==> src/rtl/modbus_rtu_tx.sv <==
// MODBUS RTU frame transmitter: serialises payload bytes as 11-bit UART characters,
// appends CRC-16/MODBUS (low byte first) and holds the inter-frame silence.
module modbus_rtu_tx #(
  parameter int unsigned CLK_FREQ     = 50_000_000,
  parameter int unsigned BAUD_RATE    = 9600,
  parameter bit          PARITY_EN    = 1'b1,
  parameter int unsigned SILENCE_BITS = 39
) (
  input  logic       clk,
  input  logic       rst,
  input  logic [7:0] tx_data,
  input  logic       tx_valid,
  input  logic       tx_last,
  output logic       tx_ready,
  output logic       uart_tx,
  output logic       busy,
  output logic       frame_done
);

  localparam int unsigned BAUD_DIV   = CLK_FREQ / BAUD_RATE;
  localparam int unsigned GAP_CYCLES = SILENCE_BITS * BAUD_DIV;
  localparam int unsigned BW         = (BAUD_DIV > 2) ? $clog2(BAUD_DIV) : 1;
  localparam int unsigned GW         = (GAP_CYCLES > 2) ? $clog2(GAP_CYCLES) : 1;

  typedef enum logic [2:0] {
    S_IDLE,
    S_PAYLOAD,
    S_CRC_LO,
    S_CRC_HI,
    S_GAP
  } state_t;

  state_t          state, state_nx;
  logic [15:0]     crc;
  logic            last_seen;
  logic            char_active;
  logic [3:0]      bit_idx;
  logic [BW-1:0]   baud_cnt;
  logic [9:0]      shreg;
  logic [GW-1:0]   gap_cnt;

  logic            bit_end, char_end, gap_end;
  logic            ready_c, accept, load;
  logic [7:0]      load_byte;

  function automatic logic [15:0] crc_byte(input logic [15:0] c, input logic [7:0] b);
    logic [15:0] r;
    r = c ^ {8'h00, b};
    for (int i = 0; i < 8; i++) begin
      r = r[0] ? ((r >> 1) ^ 16'hA001) : (r >> 1);
    end
    return r;
  endfunction

  function automatic logic ninth_bit(input logic [7:0] b);
    return PARITY_EN ? ^b : 1'b1;
  endfunction

  assign bit_end  = char_active && (baud_cnt == BW'(BAUD_DIV - 1));
  assign char_end = bit_end && (bit_idx == 4'd10);
  assign gap_end  = (state == S_GAP) && (gap_cnt == GW'(GAP_CYCLES - 1));
  assign accept   = tx_valid && ready_c;
  assign tx_ready = ready_c && !rst;

  always_ff @(posedge clk) begin
    if (rst) state <= S_IDLE;
    else     state <= state_nx;
  end

  // Frame sequencing; the last stop-bit cycle doubles as the load slot for the next character.
  always_comb begin
    state_nx  = state;
    ready_c   = 1'b0;
    load      = 1'b0;
    load_byte = tx_data;
    case (state)
      S_IDLE: begin
        ready_c = 1'b1;
        if (tx_valid) begin
          load     = 1'b1;
          state_nx = S_PAYLOAD;
        end
      end
      S_PAYLOAD: begin
        ready_c = !last_seen && (!char_active || char_end);
        if (ready_c && tx_valid) begin
          load = 1'b1;
        end else if (last_seen && char_end) begin
          load      = 1'b1;
          load_byte = crc[7:0];
          state_nx  = S_CRC_LO;
        end
      end
      S_CRC_LO: begin
        if (char_end) begin
          load      = 1'b1;
          load_byte = crc[15:8];
          state_nx  = S_CRC_HI;
        end
      end
      S_CRC_HI: begin
        if (char_end) state_nx = S_GAP;
      end
      S_GAP: begin
        if (gap_end) state_nx = S_IDLE;
      end
      default: state_nx = S_IDLE;
    endcase
  end

  // Character engine, CRC accumulator and frame status.
  always_ff @(posedge clk) begin
    if (rst) begin
      crc         <= 16'hFFFF;
      last_seen   <= 1'b0;
      char_active <= 1'b0;
      bit_idx     <= 4'd0;
      baud_cnt    <= '0;
      shreg       <= '1;
      gap_cnt     <= '0;
      uart_tx     <= 1'b1;
      busy        <= 1'b0;
      frame_done  <= 1'b0;
    end else begin
      frame_done <= (state == S_GAP) && (gap_cnt == GW'(GAP_CYCLES - 2));
      gap_cnt    <= (state == S_GAP) ? gap_cnt + GW'(1) : '0;

      if (accept) begin
        crc       <= crc_byte(crc, tx_data);
        last_seen <= tx_last;
        busy      <= 1'b1;
      end
      if (gap_end) begin
        crc       <= 16'hFFFF;
        last_seen <= 1'b0;
        busy      <= 1'b0;
      end

      if (load) begin
        char_active <= 1'b1;
        bit_idx     <= 4'd0;
        baud_cnt    <= '0;
        uart_tx     <= 1'b0;
        shreg       <= {1'b1, ninth_bit(load_byte), load_byte};
      end else if (char_end) begin
        char_active <= 1'b0;
        bit_idx     <= 4'd0;
        baud_cnt    <= '0;
        uart_tx     <= 1'b1;
      end else if (bit_end) begin
        baud_cnt <= '0;
        bit_idx  <= bit_idx + 4'd1;
        uart_tx  <= shreg[0];
        shreg    <= {1'b1, shreg[9:1]};
      end else if (char_active) begin
        baud_cnt <= baud_cnt + BW'(1);
      end
    end
  end

endmodule

==> config.mk <==
export PLATFORM = sky130hd
export DESIGN_NAME = modbus_rtu_tx
export DESIGN_NICKNAME = d
export VERILOG_FILES = /design/src/rtl/modbus_rtu_tx.sv
export SDC_FILE = /design/constraint.sdc
export NUM_CORES = 1
export LEC_CHECK = 0
export CAP_MARGIN = 5
export CORE_MARGIN = 3
export CORE_UTILIZATION = 45
export CTS_CLUSTER_DIAMETER = 60
export DETAILED_ROUTE_END_ITERATION = 12
export GPL_ROUTABILITY_DRIVEN = 0
export GPL_TIMING_DRIVEN = 0
export SLEW_MARGIN = 10
export SYNTH_ARGS = -nofsm -noshare
export SYNTH_HDL_FRONTEND = slang
export SYNTH_SLANG_ARGS = --single-unit
export TNS_END_PERCENT = 30
==> constraint.sdc <==
create_clock -name clk -period 2.7 [get_ports clk]
set_input_delay 0.27 -clock clk [delete_from_list [all_inputs] [get_ports clk]]
set_output_delay 0.27 -clock clk [all_outputs]
set_load 0.1 [all_outputs]
---- Word-level counts from Yosys, hierarchy flattened ----
Cells that the tools add are included.
storage, ports and cells
  register bits after elaboration ......... 68
  input port bits ......................... 12
  output and inout port bits .............. 4
operators by class
  $add $sub $neg .......................... 3
  eq/ne operators ......................... 15
  mux-type cells .......................... 33
  bitwise gates (word level) .............. 10
  reduce and logical (&&, ||, !) cells .... 24
operators by type and width
  kind                     number
  $mux W16                 8
  $eq A18 B18 Y1 const B   2
  $mux W9                  3
  $mux W8                  3
  $not A2 Y3               8
  $add A18 B1 Y18 const B  1
  $mux W3                  6
  $pmux W8 S2              1
  $xor A16 B8 Y16          1
  $pmux W3 S5              1
  $add A13 B1 Y13 const B  1
  $eq A13 B13 Y1 const B   1
  $ne A2 B2 Y1 const B     6
  $logic_and A1 B1 Y1      9
  $mux W1                  9
  $reduce_xor A8 Y1        1
  $eq A3 B2 Y1 const B     2
  $reduce_and A6 Y1        1
  $add A4 B1 Y4 const B    1
  $eq A4 B4 Y1 const B     1
  $reduce_bool A2 Y1       2
  $reduce_or A2 Y1         2
  $reduce_or A4 Y1         1
  $eq A3 B1 Y1 const B     1
  11 further kinds         13

---- Logic depth before layout (Yosys ltp) ----
  depth in word-level cells ............... 17
  depth in mapped cells ................... 12
  mapped depth without buffers ............ 10

---- Worst setup path after synthesis ----
OpenSTA, ideal clock, no wires.
  path type ............................... register to output
  from .................................... reg baud_cnt[3]
  to ...................................... out tx_ready
  data arrival time ....................... 4.662 ns
  data required time ...................... 2.430 ns
  setup slack ............................. -2.232 ns
  stages on the path, launching flop included .. 6
  buffers on the path ..................... 0
  cells stage by stage .................... dfxtp_1 or4b_4 nor4_4 a21boi_1 o21ai_1 nor4b_1
between the ends
  cells in the longest elaborated chain, start to end .. 7
ends and longest elaborated chain
  element                 line  text
  from (decl)             38    logic [BW-1:0] baud_cnt;
  from (signal assigned)  156   baud_cnt <= baud_cnt + BW'(1);
  $eq A13 B13 Y1          59    assign bit_end = char_active && (baud_cnt == BW'(BAUD_DIV - 1));
  $logic_and A1 B1 Y1     59
  $logic_and A1 B1 Y1     60    assign char_end = bit_end && (bit_idx == 4'd10);
  $logic_or A1 B1 Y1      85    ready_c = !last_seen && (!char_active || char_end);
  $logic_and A1 B1 Y1     85
  $pmux W1 S2             76    case (state)
  $logic_and A1 B1 Y1     63    assign tx_ready = ready_c && !rst;
  to (decl)               14    output logic tx_ready,
Every way passes these cells.

---- Worst setup path after layout ----
  from .................................... reg baud_cnt[5]
  to ...................................... reg shreg[1]
between the ends
  cells in the longest elaborated chain, start to end .. 10
  elaborated cells on any way between the ends .. 19
  classes of those cells .................. eq/ne: 2; mux: 9; reduce/logical: 8
ends and longest elaborated chain
  element                                                       line  text
  $eq A13 B13 Y1 (*)                                            59
  $logic_and A1 B1 Y1 (*)                                       59
  $logic_and A1 B1 Y1                                           60
  $logic_or A1 B1 Y1                                            85
  $logic_and A1 B1 Y1                                           85
  $logic_and A1 B1 Y1                                           86    if (ready_c && tx_valid) begin
  $mux W1                                                       86
  $pmux W1 S3                                                   76
  $ne A2 B1 Y1 (no line) or $reduce_bool A2 Y1 (tied branches)  --
  $reduce_and A2 Y1 (no line)                                   --
  to (signal assigned)                                          144   shreg <= {1'b1, ninth_bit(load_byte), load_byte};
  to (signal assigned)                                          154   shreg <= {1'b1, shreg[9:1]};
  to (decl)                                                     39    logic [9:0] shreg;
Mark *: on every way between the ends. The rest lies on a longest branch, timed or not.
A chain may end at the register's enable or synchronous reset.

==> impl_metrics.py <==
metrics = {
    "drt": {
        "via_count": 3087,
        "post_route_drc_violation_count": 0,
        "routed_wl_mm": 8.43,
        "route.detailed.wl_per_inst_um": 15.3,
        "drt_pre_antenna_iters": 5,
        "first_iteration_detailed_routing_drc_count": 129,
        "postRouteAntennaNets": 0,
        "detail_route.vias_per_cell": 5.60,
    },
    "outcome": {
        "outcome": "complete, no violations",
    },
    "sta": {
        "timing_hold_violations_final": 0,
        "hold_worst_slack_ns": 0.483,
        "max_clock_freq_mhz": 375,
        "timing_worst_slew_pin_value_ns": 0.967,
        "setup_viol_count_final": 0,
        "finalWorstPathRequiredPeriod_ns": 2.67,
        "final_min_period_over_clock_period": 0.987,
        "timing_max_transition_violations_final": 0,
        "setup_tns_ns": 0,
        "slew_headroom": 0.353,
        "rsz0062_at_grt": "true",
        "finalClockSkew_ns": 0.0116,
    },
    "power": {
        "power_switching_share": 0.274,
        "p_comb_frac": 0.176,
        "p_seq_frac": 0.457,
        "p_int_mw": 1.77,
        "power.leakage_nw": 1.43,
        "max-vdd-ir-drop_v": 0.000244,
        "power.share.clock": 0.367,
        "power.switching_mw": 0.668,
        "power_density_nw_per_um2": 592,
    },
    "die": {
        "chipHeight_um": 95.1,
        "floorplan.initialDensity": 0.478,
        "design.core.area_um2": 7490,
        "die_width_um": 95.1,
        "placementRows": 31,
        "die_area_um2": 9050,
        "pin_count": 16,
    },
    "worst_setup_path": {
        "data_arrival_time_at_the_worst_slack_endpoint_ns": 2.90,
        "critical_path_slowest_stage_cell": "sky130_fd_sc_hd__or4_4",
        "critical_path_class": "reg2reg",
        "timing.critical_path.slowest_cell_delay_ns": 0.59,
        "worstSetupEndpointType": "flip-flop",
        "crit_start_category": "flip-flop",
        "worstPathMaxFanout": 10,
        "cp_cell_sequence": "or4b_4, or4_4, nor2_2, mux2_2, a211o_1",
        "worstPathRequired_ns": 2.94,
    },
    "global_route": {
        "gr-total-overflow": 0,
        "largest_net_degree_at_the_start_of_global_routing": 11,
        "wire_length_of_the_first_global_routing_pass_mm": 14.1,
        "grt_usage": 0.202,
        "grt_antenna_before_repair": 0,
        "globalRouteMet3Util": 0.0347,
        "groute.layer.met1.usage": 0.247,
        "globalRouteMet2Util": 0.341,
        "grt-busiest-layer": "met2",
        "first_global_vias": 2997,
    },
    "clock_network": {
        "clkSinkCount": 68,
        "clock-root-buffer": "sky130_fd_sc_hd__clkbuf_8",
        "tritoncts.num_buffers": 9,
        "postCtsHoldBufs": 0,
        "bufs_on_longest_clock_path": 2,
        "tritoncts": "built",
        "clock_insertion_delay_worst_skew_ns": 0.35,
        "htreeDepth": 3,
        "register_clock_pin_slew_on_the_reported_worst_setup_and_hold_paths_ns": 0.07,
    },
    "layout": {
        "final.fill_count": 718,
        "post_route_cells_drive_above_1_share": 0.126,
        "postLayoutCoreUtil": 0.550,
        "syn_to_final_growth_pct": 15.3,
        "antenna_cells_inserted": 0,
        "finish.instance_area_um2": 4120,
        "finish.net_count": 465,
    },
    "synthesis": {
        "syn-num-nets": 437,
        "number_of_enable_flip_flop_cells_after_synthesis": 0,
        "ys_types": 52,
        "synth_sequential_area_ratio": 0.381,
        "postSynthCellCount": 420,
        "syn-cell-area_um2": 3570,
        "synth-warning-count": 0,
        "syn-mean-instance-area_um2": 8.51,
        "synthFlopType": "sky130_fd_sc_hd__dfxtp_1",
        "ys_async_sr_fraction": 0,
        "yosys_register_bits": 68,
    },
    "place": {
        "dpl.hpwl_mm": 6.02,
        "detailed_place.area_um2": 3870,
        "buffer_ports.inserted": 15,
    },
    "run": {
        "cap_violations": 0,
    },
    "worst_hold_path": {
        "hold_path_class": "reg2reg",
    },
}
## final cells by class
cell class	count	area, um2	area share
multi-input cells	324	2140	0.518
clock inverters	2	60.1	0.0146
plain buffers	22	106	0.0258
flip-flops and latches	68	1370	0.332
repair buffers	17	166	0.0404
inverters	6	22.5	0.00547
well taps	99	124	0.0301
clock buffers	13	139	0.0337
## power groups by stage
stage | sequential, mW | clock, mW | combinational [mW]
6_report | 1.11 | 0.896 | 0.429
5_1_grt | 1.12 | 0.964 | 0.473
4_1_cts | 1.11 | 0.918 | 0.428
3_5_place_dp | 1.14 | 0 | 0.424
3_3_place_gp | 1.14 | 0 | 0.423
2_1_floorplan | 1.14 | 0 | 0.319
## worst max-delay path: cells and delay by family (launching register included)
kind	cells	cell delay [ns]
simple gates	3	1.55
mux	1	0.39
flops	1	0.33
compound gates	1	0.28
## repair_timing
action	4_1_cts	5_1_grt
endpoints found under the hold margin	0	0
resized for setup	9	17
setup endpoints to repair	41	31
setup buffers	1	1
pin swaps	2	2
cloned	0	0
## metrics by stage
stage | instances | power [mW] | setup WS [ns]
floorplan | 420 | 1.46 | -0.0267
global placement | 534 | 1.56 | -0.713
detailed placement | 534 | 1.56 | -0.760
CTS | 550 | 2.46 | -0.0457
global route | 551 | 2.56 | -0.0399
finish | 551 | 2.44 | 0.0343
## cell usage in the layout, fill, tap and decap left out, types with 5 or more instances in the layout
cell / instances
sky130_fd_sc_hd__o22ai_1: 9
sky130_fd_sc_hd__nand2_1: 43
sky130_fd_sc_hd__nor2_1: 52
sky130_fd_sc_hd__clkdlybuf4s50_1: 14
sky130_fd_sc_hd__o211ai_1: 10
sky130_fd_sc_hd__nand4_1: 8
sky130_fd_sc_hd__nor3_1: 8
sky130_fd_sc_hd__nand3_1: 25
sky130_fd_sc_hd__o21ai_0: 11
sky130_fd_sc_hd__o32ai_1: 5
sky130_fd_sc_hd__dfxtp_1: 64
sky130_fd_sc_hd__xor2_1: 30
sky130_fd_sc_hd__clkbuf_8: 9
sky130_fd_sc_hd__a211o_1: 8
sky130_fd_sc_hd__inv_1: 6
sky130_fd_sc_hd__mux2_2: 8
sky130_fd_sc_hd__clkbuf_1: 16
sky130_fd_sc_hd__clkbuf_2: 5
sky130_fd_sc_hd__a21oi_1: 11
sky130_fd_sc_hd__xnor2_1: 21
## synthesized netlist by cell type (4+ instances only)
| cell | number | area [um2] |
|---|---|---|
| sky130_fd_sc_hd__xnor2_1 | 21 | 184 |
| sky130_fd_sc_hd__o32ai_1 | 5 | 43.8 |
| sky130_fd_sc_hd__xor2_1 | 30 | 263 |
| sky130_fd_sc_hd__a211o_1 | 8 | 70.1 |
| sky130_fd_sc_hd__nor4bb_1 | 4 | 40.0 |
| sky130_fd_sc_hd__and2_1 | 4 | 25.0 |
| sky130_fd_sc_hd__nand4_1 | 8 | 50.1 |
| sky130_fd_sc_hd__ha_1 | 5 | 62.6 |
| sky130_fd_sc_hd__nand2_1 | 44 | 165 |
| sky130_fd_sc_hd__and3_1 | 4 | 25.0 |
| sky130_fd_sc_hd__or3_1 | 4 | 25.0 |
| sky130_fd_sc_hd__inv_1 | 6 | 22.5 |
| sky130_fd_sc_hd__nor3_1 | 8 | 40.0 |
| sky130_fd_sc_hd__a21oi_1 | 11 | 55.1 |
| sky130_fd_sc_hd__o21ai_0 | 11 | 55.1 |
| sky130_fd_sc_hd__nor2_1 | 54 | 203 |
| sky130_fd_sc_hd__o211ai_1 | 10 | 75.1 |
| sky130_fd_sc_hd__nand3_1 | 27 | 135 |
| sky130_fd_sc_hd__o22a_1 | 4 | 35.0 |
| sky130_fd_sc_hd__mux2_2 | 8 | 90.1 |
| sky130_fd_sc_hd__o221ai_2 | 4 | 60.1 |
| sky130_fd_sc_hd__clkbuf_1 | 17 | 63.8 |
| sky130_fd_sc_hd__o22ai_1 | 9 | 56.3 |
| sky130_fd_sc_hd__dfxtp_1 | 68 | 1360 |
## sequential cells by signal, indices dropped and copies added, names as in the netlist
| signal | cells |
|---|---|
| frame_done | 1 |
| shreg | 9 |
| baud_cnt | 13 |
| state | 3 |
| uart_tx | 1 |
| busy | 1 |
| last_seen | 1 |
| bit_idx | 4 |
| crc | 16 |
| char_active | 1 |
| gap_cnt | 18 |
## path summary, 6_finish.rpt
| check | from | to | slack (ns) | depth (start not counted) |
|---|---|---|---|---|
| worst max-delay path | baud_cnt[5] | shreg[1] | 0.03 | 5 |
| worst min-delay path | gap_cnt[0] | gap_cnt[0] | 0.48 | 1 |
| worst max register to register | baud_cnt[5] | shreg[1] | 0.03 | 5 |
| worst min register to register | gap_cnt[0] | gap_cnt[0] | 0.48 | 1 |
## metal layers
metal,up-vias,wire [um]
met1,1475,3840
li1,1542,-
met4,0,183
met5,-,0
met3,16,285
met2,54,4120
## cell families (layout without fill, tap and decap cells)
family	Yosys count	in the layout	synth area share
mux	10	10	0.0308
simple gates	183	183	0.260
flops	68	68	0.381
fa+ha+maj	5	5	0.0175
compound gates	75	75	0.153
xor+xnor	51	51	0.125
buf+inv	28	60	0.0336
(Power assumes the default switching activity.)
